==> config.mk <==
export PLATFORM = sky130hd
export DESIGN_NAME = uart_tx_queue
export DESIGN_NICKNAME = d
export VERILOG_FILES = /design/src/rtl/uart_tx_queue.sv
export SDC_FILE = /design/constraint.sdc
export NUM_CORES = 1
export LEC_CHECK = 0
export ABC_AREA = 1
export BUFFER_PORTS_ARGS = -buffer_cell sky130_fd_sc_hd__clkbuf_2
export CAP_MARGIN = 20
export CORE_AREA = 2 2 166 168
export DETAILED_ROUTE_END_ITERATION = 7
export DIE_AREA = 0 0 168 170
export GPL_TIMING_DRIVEN = 0
export SYNTH_ARGS = -nofsm -noshare
export SYNTH_HDL_FRONTEND = slang
export SYNTH_SLANG_ARGS = --single-unit
==> constraint.sdc <==
create_clock -name clk -period 2.36 [get_ports clk]
set_clock_uncertainty 0.15 [all_clocks]
set_input_delay 0.118 -clock clk [delete_from_list [all_inputs] [get_ports clk]]
set_output_delay 0.118 -clock clk [all_outputs]
set_load 0.005 [all_outputs]
==> src/rtl/uart_tx_queue.sv <==
// Byte FIFO plus launch sequencer feeding a UART transmitter's start/data/busy/done handshake.
// Bursty producers push freely; bytes are launched one at a time as the transmitter frees up.
module uart_tx_queue #(
  parameter int DEPTH  = 16,
  parameter int DATA_W = 8
) (
  input  logic                   clk,
  input  logic                   reset_n,
  input  logic                   wr_en,
  input  logic [DATA_W-1:0]      wr_data,
  input  logic                   flush,
  output logic                   full,
  output logic                   empty,
  output logic [$clog2(DEPTH):0] count,
  output logic                   overflow,
  output logic                   tx_start,
  output logic [DATA_W-1:0]      tx_data,
  input  logic                   tx_busy,
  input  logic                   tx_done
);

  localparam int PTR_W = $clog2(DEPTH);
  localparam int CNT_W = PTR_W + 1;

  if (DEPTH < 2 || (DEPTH & (DEPTH - 1)) != 0) begin : g_bad_depth
    $error("uart_tx_queue: DEPTH must be a power of two and at least 2");
  end

  typedef enum logic [1:0] {
    IDLE,
    LAUNCH,
    WAIT_BUSY,
    WAIT_DONE
  } state_t;

  state_t            state;
  state_t            state_next;
  logic [DATA_W-1:0] mem [DEPTH];
  logic [PTR_W-1:0]  wr_ptr;
  logic [PTR_W-1:0]  rd_ptr;
  logic              pop;
  logic              push;
  logic              drop;

  assign full     = (count == CNT_W'(DEPTH));
  assign empty    = (count == '0);
  assign tx_start = (state == LAUNCH);

  // Pop only from IDLE so tx_data never moves under an in-flight byte; flush wins over pop.
  always_comb begin
    pop  = (state == IDLE) && !empty && !tx_busy && !flush;
    push = wr_en && !flush && (!full || pop);
    drop = wr_en && !flush && full && !pop;
  end

  always_ff @(posedge clk) begin
    if (push) begin
      mem[wr_ptr] <= wr_data;
    end
  end

  always_ff @(posedge clk or negedge reset_n) begin
    if (!reset_n) begin
      wr_ptr   <= '0;
      rd_ptr   <= '0;
      count    <= '0;
      overflow <= 1'b0;
    end else begin
      overflow <= drop;
      if (flush) begin
        wr_ptr <= '0;
        rd_ptr <= '0;
        count  <= '0;
      end else begin
        if (push) begin
          wr_ptr <= wr_ptr + PTR_W'(1);
        end
        if (pop) begin
          rd_ptr <= rd_ptr + PTR_W'(1);
        end
        case ({push, pop})
          2'b10:   count <= count + CNT_W'(1);
          2'b01:   count <= count - CNT_W'(1);
          default: count <= count;
        endcase
      end
    end
  end

  always_ff @(posedge clk or negedge reset_n) begin
    if (!reset_n) begin
      state   <= IDLE;
      tx_data <= '0;
    end else begin
      state <= state_next;
      if (pop) begin
        tx_data <= mem[rd_ptr];
      end
    end
  end

  // A transmitter that finishes before we ever see busy still returns us to IDLE.
  always_comb begin
    state_next = state;
    case (state)
      IDLE:      if (pop) state_next = LAUNCH;
      LAUNCH:    state_next = WAIT_BUSY;
      WAIT_BUSY: begin
        if (tx_done) begin
          state_next = IDLE;
        end else if (tx_busy) begin
          state_next = WAIT_DONE;
        end
      end
      WAIT_DONE: if (tx_done) state_next = IDLE;
      default:   state_next = IDLE;
    endcase
  end

  a_data_stable: assert property (@(posedge clk) disable iff (!reset_n)
    (state != IDLE) |=> $stable(tx_data));

  a_count_bound: assert property (@(posedge clk) disable iff (!reset_n)
    count <= CNT_W'(DEPTH));

  a_start_pulse: assert property (@(posedge clk) disable iff (!reset_n)
    tx_start |=> !tx_start);

endmodule

## Yosys cells after proc, flatten, opt, wreduce, memory -nomap -nowiden

Memories as Yosys holds them, arrays and structs flattened. A register that Yosys moved wholly into a read port is not among the register bits.
Cells that the tools add are included.

- Register bits: 16
- RAM bits: 128
- Bits of input ports: 14
- Output and inout bits: 17
- Word-level logic and storage cells: 52
- Memories: 1

- $add $sub $neg: 4
- Equality and inequality tests: 9
- Muxes and demuxes: 13
- Reductions and logical operators: 20

Memories:

| memory | words | bits a word | read ports | clocked after Yosys merged registers in | write ports | line | RTL |
|---|---|---|---|---|---|---|---|
| mem | 16 | 8 | 1 | 1 | 1 | 38 | `logic [DATA_W-1:0] mem [DEPTH];` |

Operators by type and width:

| cell | count |
|---|---|
| $mux W4 | 4 |
| $pmux W5 S2 | 1 |
| $add A4 B1 Y4 const B | 2 |
| $mux W2 | 4 |
| $pmux W2 S4 | 1 |
| $logic_and A1 B1 Y1 | 7 |
| $eq A2 B2 Y1 const B | 3 |
| $logic_not A1 Y1 | 6 |
| $add A5 B1 Y5 const B | 1 |
| $eq A5 B5 Y1 const B | 1 |
| $logic_not A5 Y1 | 1 |
| $mux W5 | 1 |
| $sub A5 B1 Y5 const B | 1 |
| $eq A2 B1 Y1 const B | 2 |
| $ne A2 B2 Y1 const B | 2 |
| $reduce_bool A2 Y1 | 2 |
| $ne A3 B3 Y1 const B | 1 |
| $reduce_and A3 Y1 | 1 |
| $reduce_bool A3 Y1 | 1 |
| $logic_not A2 Y1 | 1 |
| $mux W1 | 2 |
| $logic_or A1 B1 Y1 | 1 |

## Logic depth before layout (Yosys ltp)

- Word-level depth: 10
- Depth in mapped cells: 14
- Mapped depth without buffers: 14

## Worst setup path after synthesis

Ideal clock, no wire load.

- Path kind: reg-to-reg
- Start point: register state[0]
- End point: memory mem[13][0], enable pin
- Library setup time: 383 ps
- Data arrival time: 1650 ps
- Required time: 1827 ps
- Slack: 177 ps
- Cell stages (with the launch flop): 9
- Path buffers: 1
- Clock period less this slack: 2183 ps
- Cells stage by stage: dfrtp_1 inv_2 nand2_4 nor2_8 nand3_4 nand2_4 nand2_4 buf_6 nor3_1

- Word-level cells in the longest chain between the ends: 8

Ends and longest elaborated chain:

| element | line | RTL |
|---|---|---|
| start, declared | 36 | `state_t state;` |
| start signal, assigned | 95 | `state <= state_next;` |
| $logic_not A2 Y1 | 51 | `pop = (state == IDLE) && !empty && !tx_busy && !flush;` |
| $logic_and A1 B1 Y1 (3 in series) | 51 |  |
| $logic_or A1 B1 Y1 | 52 | `push = wr_en && !flush && (!full \|\| pop);` |
| $logic_and A1 B1 Y1 | 52 |  |
| $mux W1 | 57 | `if (push) begin` |
| $mux W1 (not written as such) | 58 | `mem[wr_ptr] <= wr_data;` |
| end, declared | 38 |  |

Every way passes these cells.

## Worst setup path in the final report

- Start point: register state[0]
- End point: memory mem[11][5], enable pin

Same word-level chain as after synthesis.

==> results.toml <==
[timing]
highest_achievable_clock_rate_ghz = 0.420
timing.max_slew.rel_slack_pct = 44.7
fin_crit_ns = 2.38
timing_max_transition_violations_final = 0
timing_worst_slew_pin_value_ns = 0.825
holdWs_ns = 0.0468
final_hold_viol_count = 0
number_of_failing_setup_endpoints_in_the_final_timing_report = 12
setup_slack_ns = -0.0196
final_min_period_over_clock_period_pct = 101
timing.setup.tns_ns = -0.157
rsz0062_at_grt = "yes"

[setup_path]
cp.arrival_ns = 2.34
worst_path_max_stage_delay_ns = 0.45
cpMostUsedCell = "sky130_fd_sc_hd__nand2_4"
worst_path_max_delay_cell = "sky130_fd_sc_hd__nor3_1"
worst-setup-path-type = "flop to flop"
worst_setup_path_end_kind = "flop"
crit_fanout = 10
critical_r2r_capture = "mem[11][5]"
critPathLaunch = "state[0]"
cp.required_ns = 2.33
worst-r2r-cell-count = 9
rrSetupSlack_ns = -0.02
worst_setup_path_endpoint = "mem[11][5]"
path_cells = "inv_2, nand2_4, nor2_8, nand3_4, nand2_4, nand2_4, buf_6, nor3_1, buf_2"
setup.worst_path.start_class = "flop"
critical_register_to_register_path_startpoint = "state[0]"

[cells_and_area]
antennaDiodeCount = 0
utilization_pct = 30.1
areaGrowthSynthToFinish_pct = 21.2
layout-drive-gt1-share_pct = 18.8
nets = 684

[logic_synthesis]
synth.most_common_cell = "sky130_fd_sc_hd__nor2_1"
synth_commonest_cells = "136 x sky130_fd_sc_hd__nor2_1, 128 x sky130_fd_sc_hd__edfxtp_1, 66 x sky130_fd_sc_hd__nand3_1"
nets_in_the_synthesized_netlist = 616
ys.warnings.count = 0
synth-seq-area-share_pct = 67.2
postSynth.topFlopCell = "sky130_fd_sc_hd__edfxtp_1"
yosys.area.top_type_share_pct = 58.1
synth.largest_area_cell = "sky130_fd_sc_hd__edfxtp_1"
post_synth_inst_count = 593
synth_seq_cells = 152
synth_async_sr_flop_share_pct = 15.8
synth-edff-count = 128
syn-cell-area_sq_um = 6610
yosys-top-cells-area = "sky130_fd_sc_hd__edfxtp_1 58%, sky130_fd_sc_hd__dfrtp_1 9.1%, sky130_fd_sc_hd__nor2_1 7.7%"
synth.avg_cell_area_sq_um = 11.2
synth.lib_cells_used.distinct = 30

[floorplanning]
floorplan.core_area_sq_um = 26700
initial_utilization_pct = 24.8
die_area_sq_um = 28600
io_pins = 31
chipHeight_um = 170
row_count = 60
die_w_um = 168

[power_and_ir_drop]
power-per-cell-area_nw_per_um2 = 966
power.share.clock_pct = 36.4
vdd_drop_max_uv = 585
p_leak_uw = 0.00303
cell_internal_pwr_uw = 5430
power.share.sequential_pct = 40.9
combinational_group_share_of_total_power_pct = 22.8
power.switching_fraction_pct = 29.8
power.switching_uw = 2310

[global_route]
vias_in_the_first_global_route = 4495
grt_max_degree = 25
grt_overflow = 0
grt_pass1_wl_mm = 25.8
grt_use_total_pct = 12.3
initial_antenna_violation_count = 0

[placement]
dp_hpwl_mm = 11.6
numPortBuffers = 30
finalWeightedCongestion = 0.915

[routing]
post_drt_wl_per_cell_um = 16.8
detailed_route_iter0_violations = 466
wl_mm = 17.0
vias = 4594
drtAntennaViolNets = 0
drcViolationCount = 0
drt_pass1_iterations = 5
detail_route.vias_per_cell = 4.53

[clock_tree]
cts.sink_count = 152
cts_buffers = 17
cts_htree_levels = 4
cts_tree = "done"
root_buffer = "sky130_fd_sc_hd__clkbuf_16"
insertion_delay_ns = 0.42
ctsLongestPathBuffers = 2
clk_transition_reported_paths_ns = 0.06

[worst_hold_path]
min_delay_worst_type = "input pin to flop"

[status]
violations_in_the_final_reports = "setup timing"
result_of_the_run = "finished with violations"

[job]
max-cap-violations = 0
==> layer usage <==
layer	track usage, %	part of all wire, %
met5	0	0
met4	5.41	2.3
met3	2.26	5.8
met2	20.2	49
met1	15.9	43
==> flip-flops by register name (all words and copies together) (netlist names) <==
register,cells
count,5
wr_ptr,4
rd_ptr,4
state,2
mem,128
overflow,1
tx_data,8
==> worst min path at each step <==
stage | startpoint | end | slack (ns) | cells after the start
global placement | reset_n | tx_data[4] | 0.01 | 1
finish | wr_data[5] | mem[1][5] | 0.05 | 1
global route | wr_data[6] | mem[4][6] | 0.05 | 1
detailed placement | reset_n | tx_data[4] | 0.02 | 1
floorplan | reset_n | count[0] | -0.33 | 0
CTS | wr_data[5] | mem[2][5] | 0.04 | 1
==> power groups by stage <==
stage | combinational [uW] | clock [uW] | sequential, uW
final | 1760 | 2820 | 3160
after global routing | 1960 | 2940 | 3180
after CTS | 1740 | 2850 | 3160
after detailed placement | 1680 | 0 | 3210
after global placement | 1660 | 0 | 3200
after floorplan | 1090 | 0 | 3190
==> cell type report <==
class	count	area (sq um)
inverter	29	109
sequential	152	4440
clock buffer	19	433
fill	2665	18600
multi-input combinational	383	1930
buffer	29	210
clock inverter	13	176
tap	341	427
timing repair buffer	49	280
==> cell usage in the layout (no fill, tap or decap), types with 3 or more instances in the layout <==
cell	instances
sky130_fd_sc_hd__inv_2	5
sky130_fd_sc_hd__inv_1	22
sky130_fd_sc_hd__nand3_1	66
sky130_fd_sc_hd__clkinv_1	4
sky130_fd_sc_hd__o21ai_0	28
sky130_fd_sc_hd__ha_1	6
sky130_fd_sc_hd__clkinv_2	3
sky130_fd_sc_hd__nand2_4	3
sky130_fd_sc_hd__clkbuf_16	17
sky130_fd_sc_hd__dfrtp_1	24
sky130_fd_sc_hd__clkbuf_2	30
sky130_fd_sc_hd__edfxtp_1	128
sky130_fd_sc_hd__nor3_2	8
sky130_fd_sc_hd__bufinv_16	4
sky130_fd_sc_hd__dlygate4sd3_1	5
sky130_fd_sc_hd__buf_4	9
sky130_fd_sc_hd__nand2_1	58
sky130_fd_sc_hd__a21oi_1	7
sky130_fd_sc_hd__o21ai_1	44
sky130_fd_sc_hd__clkbuf_1	5
sky130_fd_sc_hd__buf_2	22
sky130_fd_sc_hd__nor3_1	8
sky130_fd_sc_hd__nor2_1	135
sky130_fd_sc_hd__buf_6	9
==> logic make-up after synthesis <==
group                    synth area share [%]
flip-flops                               67.2
AND/OR/NAND/NOR                          19.4
adder cells (fa/ha/maj)                  1.82
buffers and inverters                    4.82
XOR/XNOR                                0.265
AO/OA/AOI/OAI                            6.51
==> critical path, delay by kind of cell (launching register included) <==
family,cells,cell delay [ns]
and+or+nand+nor,6,0.93
buffers and inverters,3,0.57
DFF,1,0.40
==> per-stage QoR <==
stage | area [sq um] | power (uW) | cells | setup WS (ns)
finish | 8010 | 7740 | 1015 | -0.0196
global route | 8010 | 8080 | 1015 | -0.112
CTS | 7970 | 7750 | 1015 | 0.00892
detailed placement | 7270 | 4890 | 976 | -0.144
global placement | 7190 | 4870 | 964 | -0.453
floorplan | 6610 | 4280 | 593 | 0.177
==> what timing repair did <==
item,4_1_cts,5_1_grt
endpoints found under the hold margin,33,0
gates resized for setup,6,6
gates cloned,0,0
setup endpoints to repair,38,42
hold buffers,5,0
setup buffers,2,0
pin swaps,1,0
No activity file was read; power rests on OpenSTA's default activity.
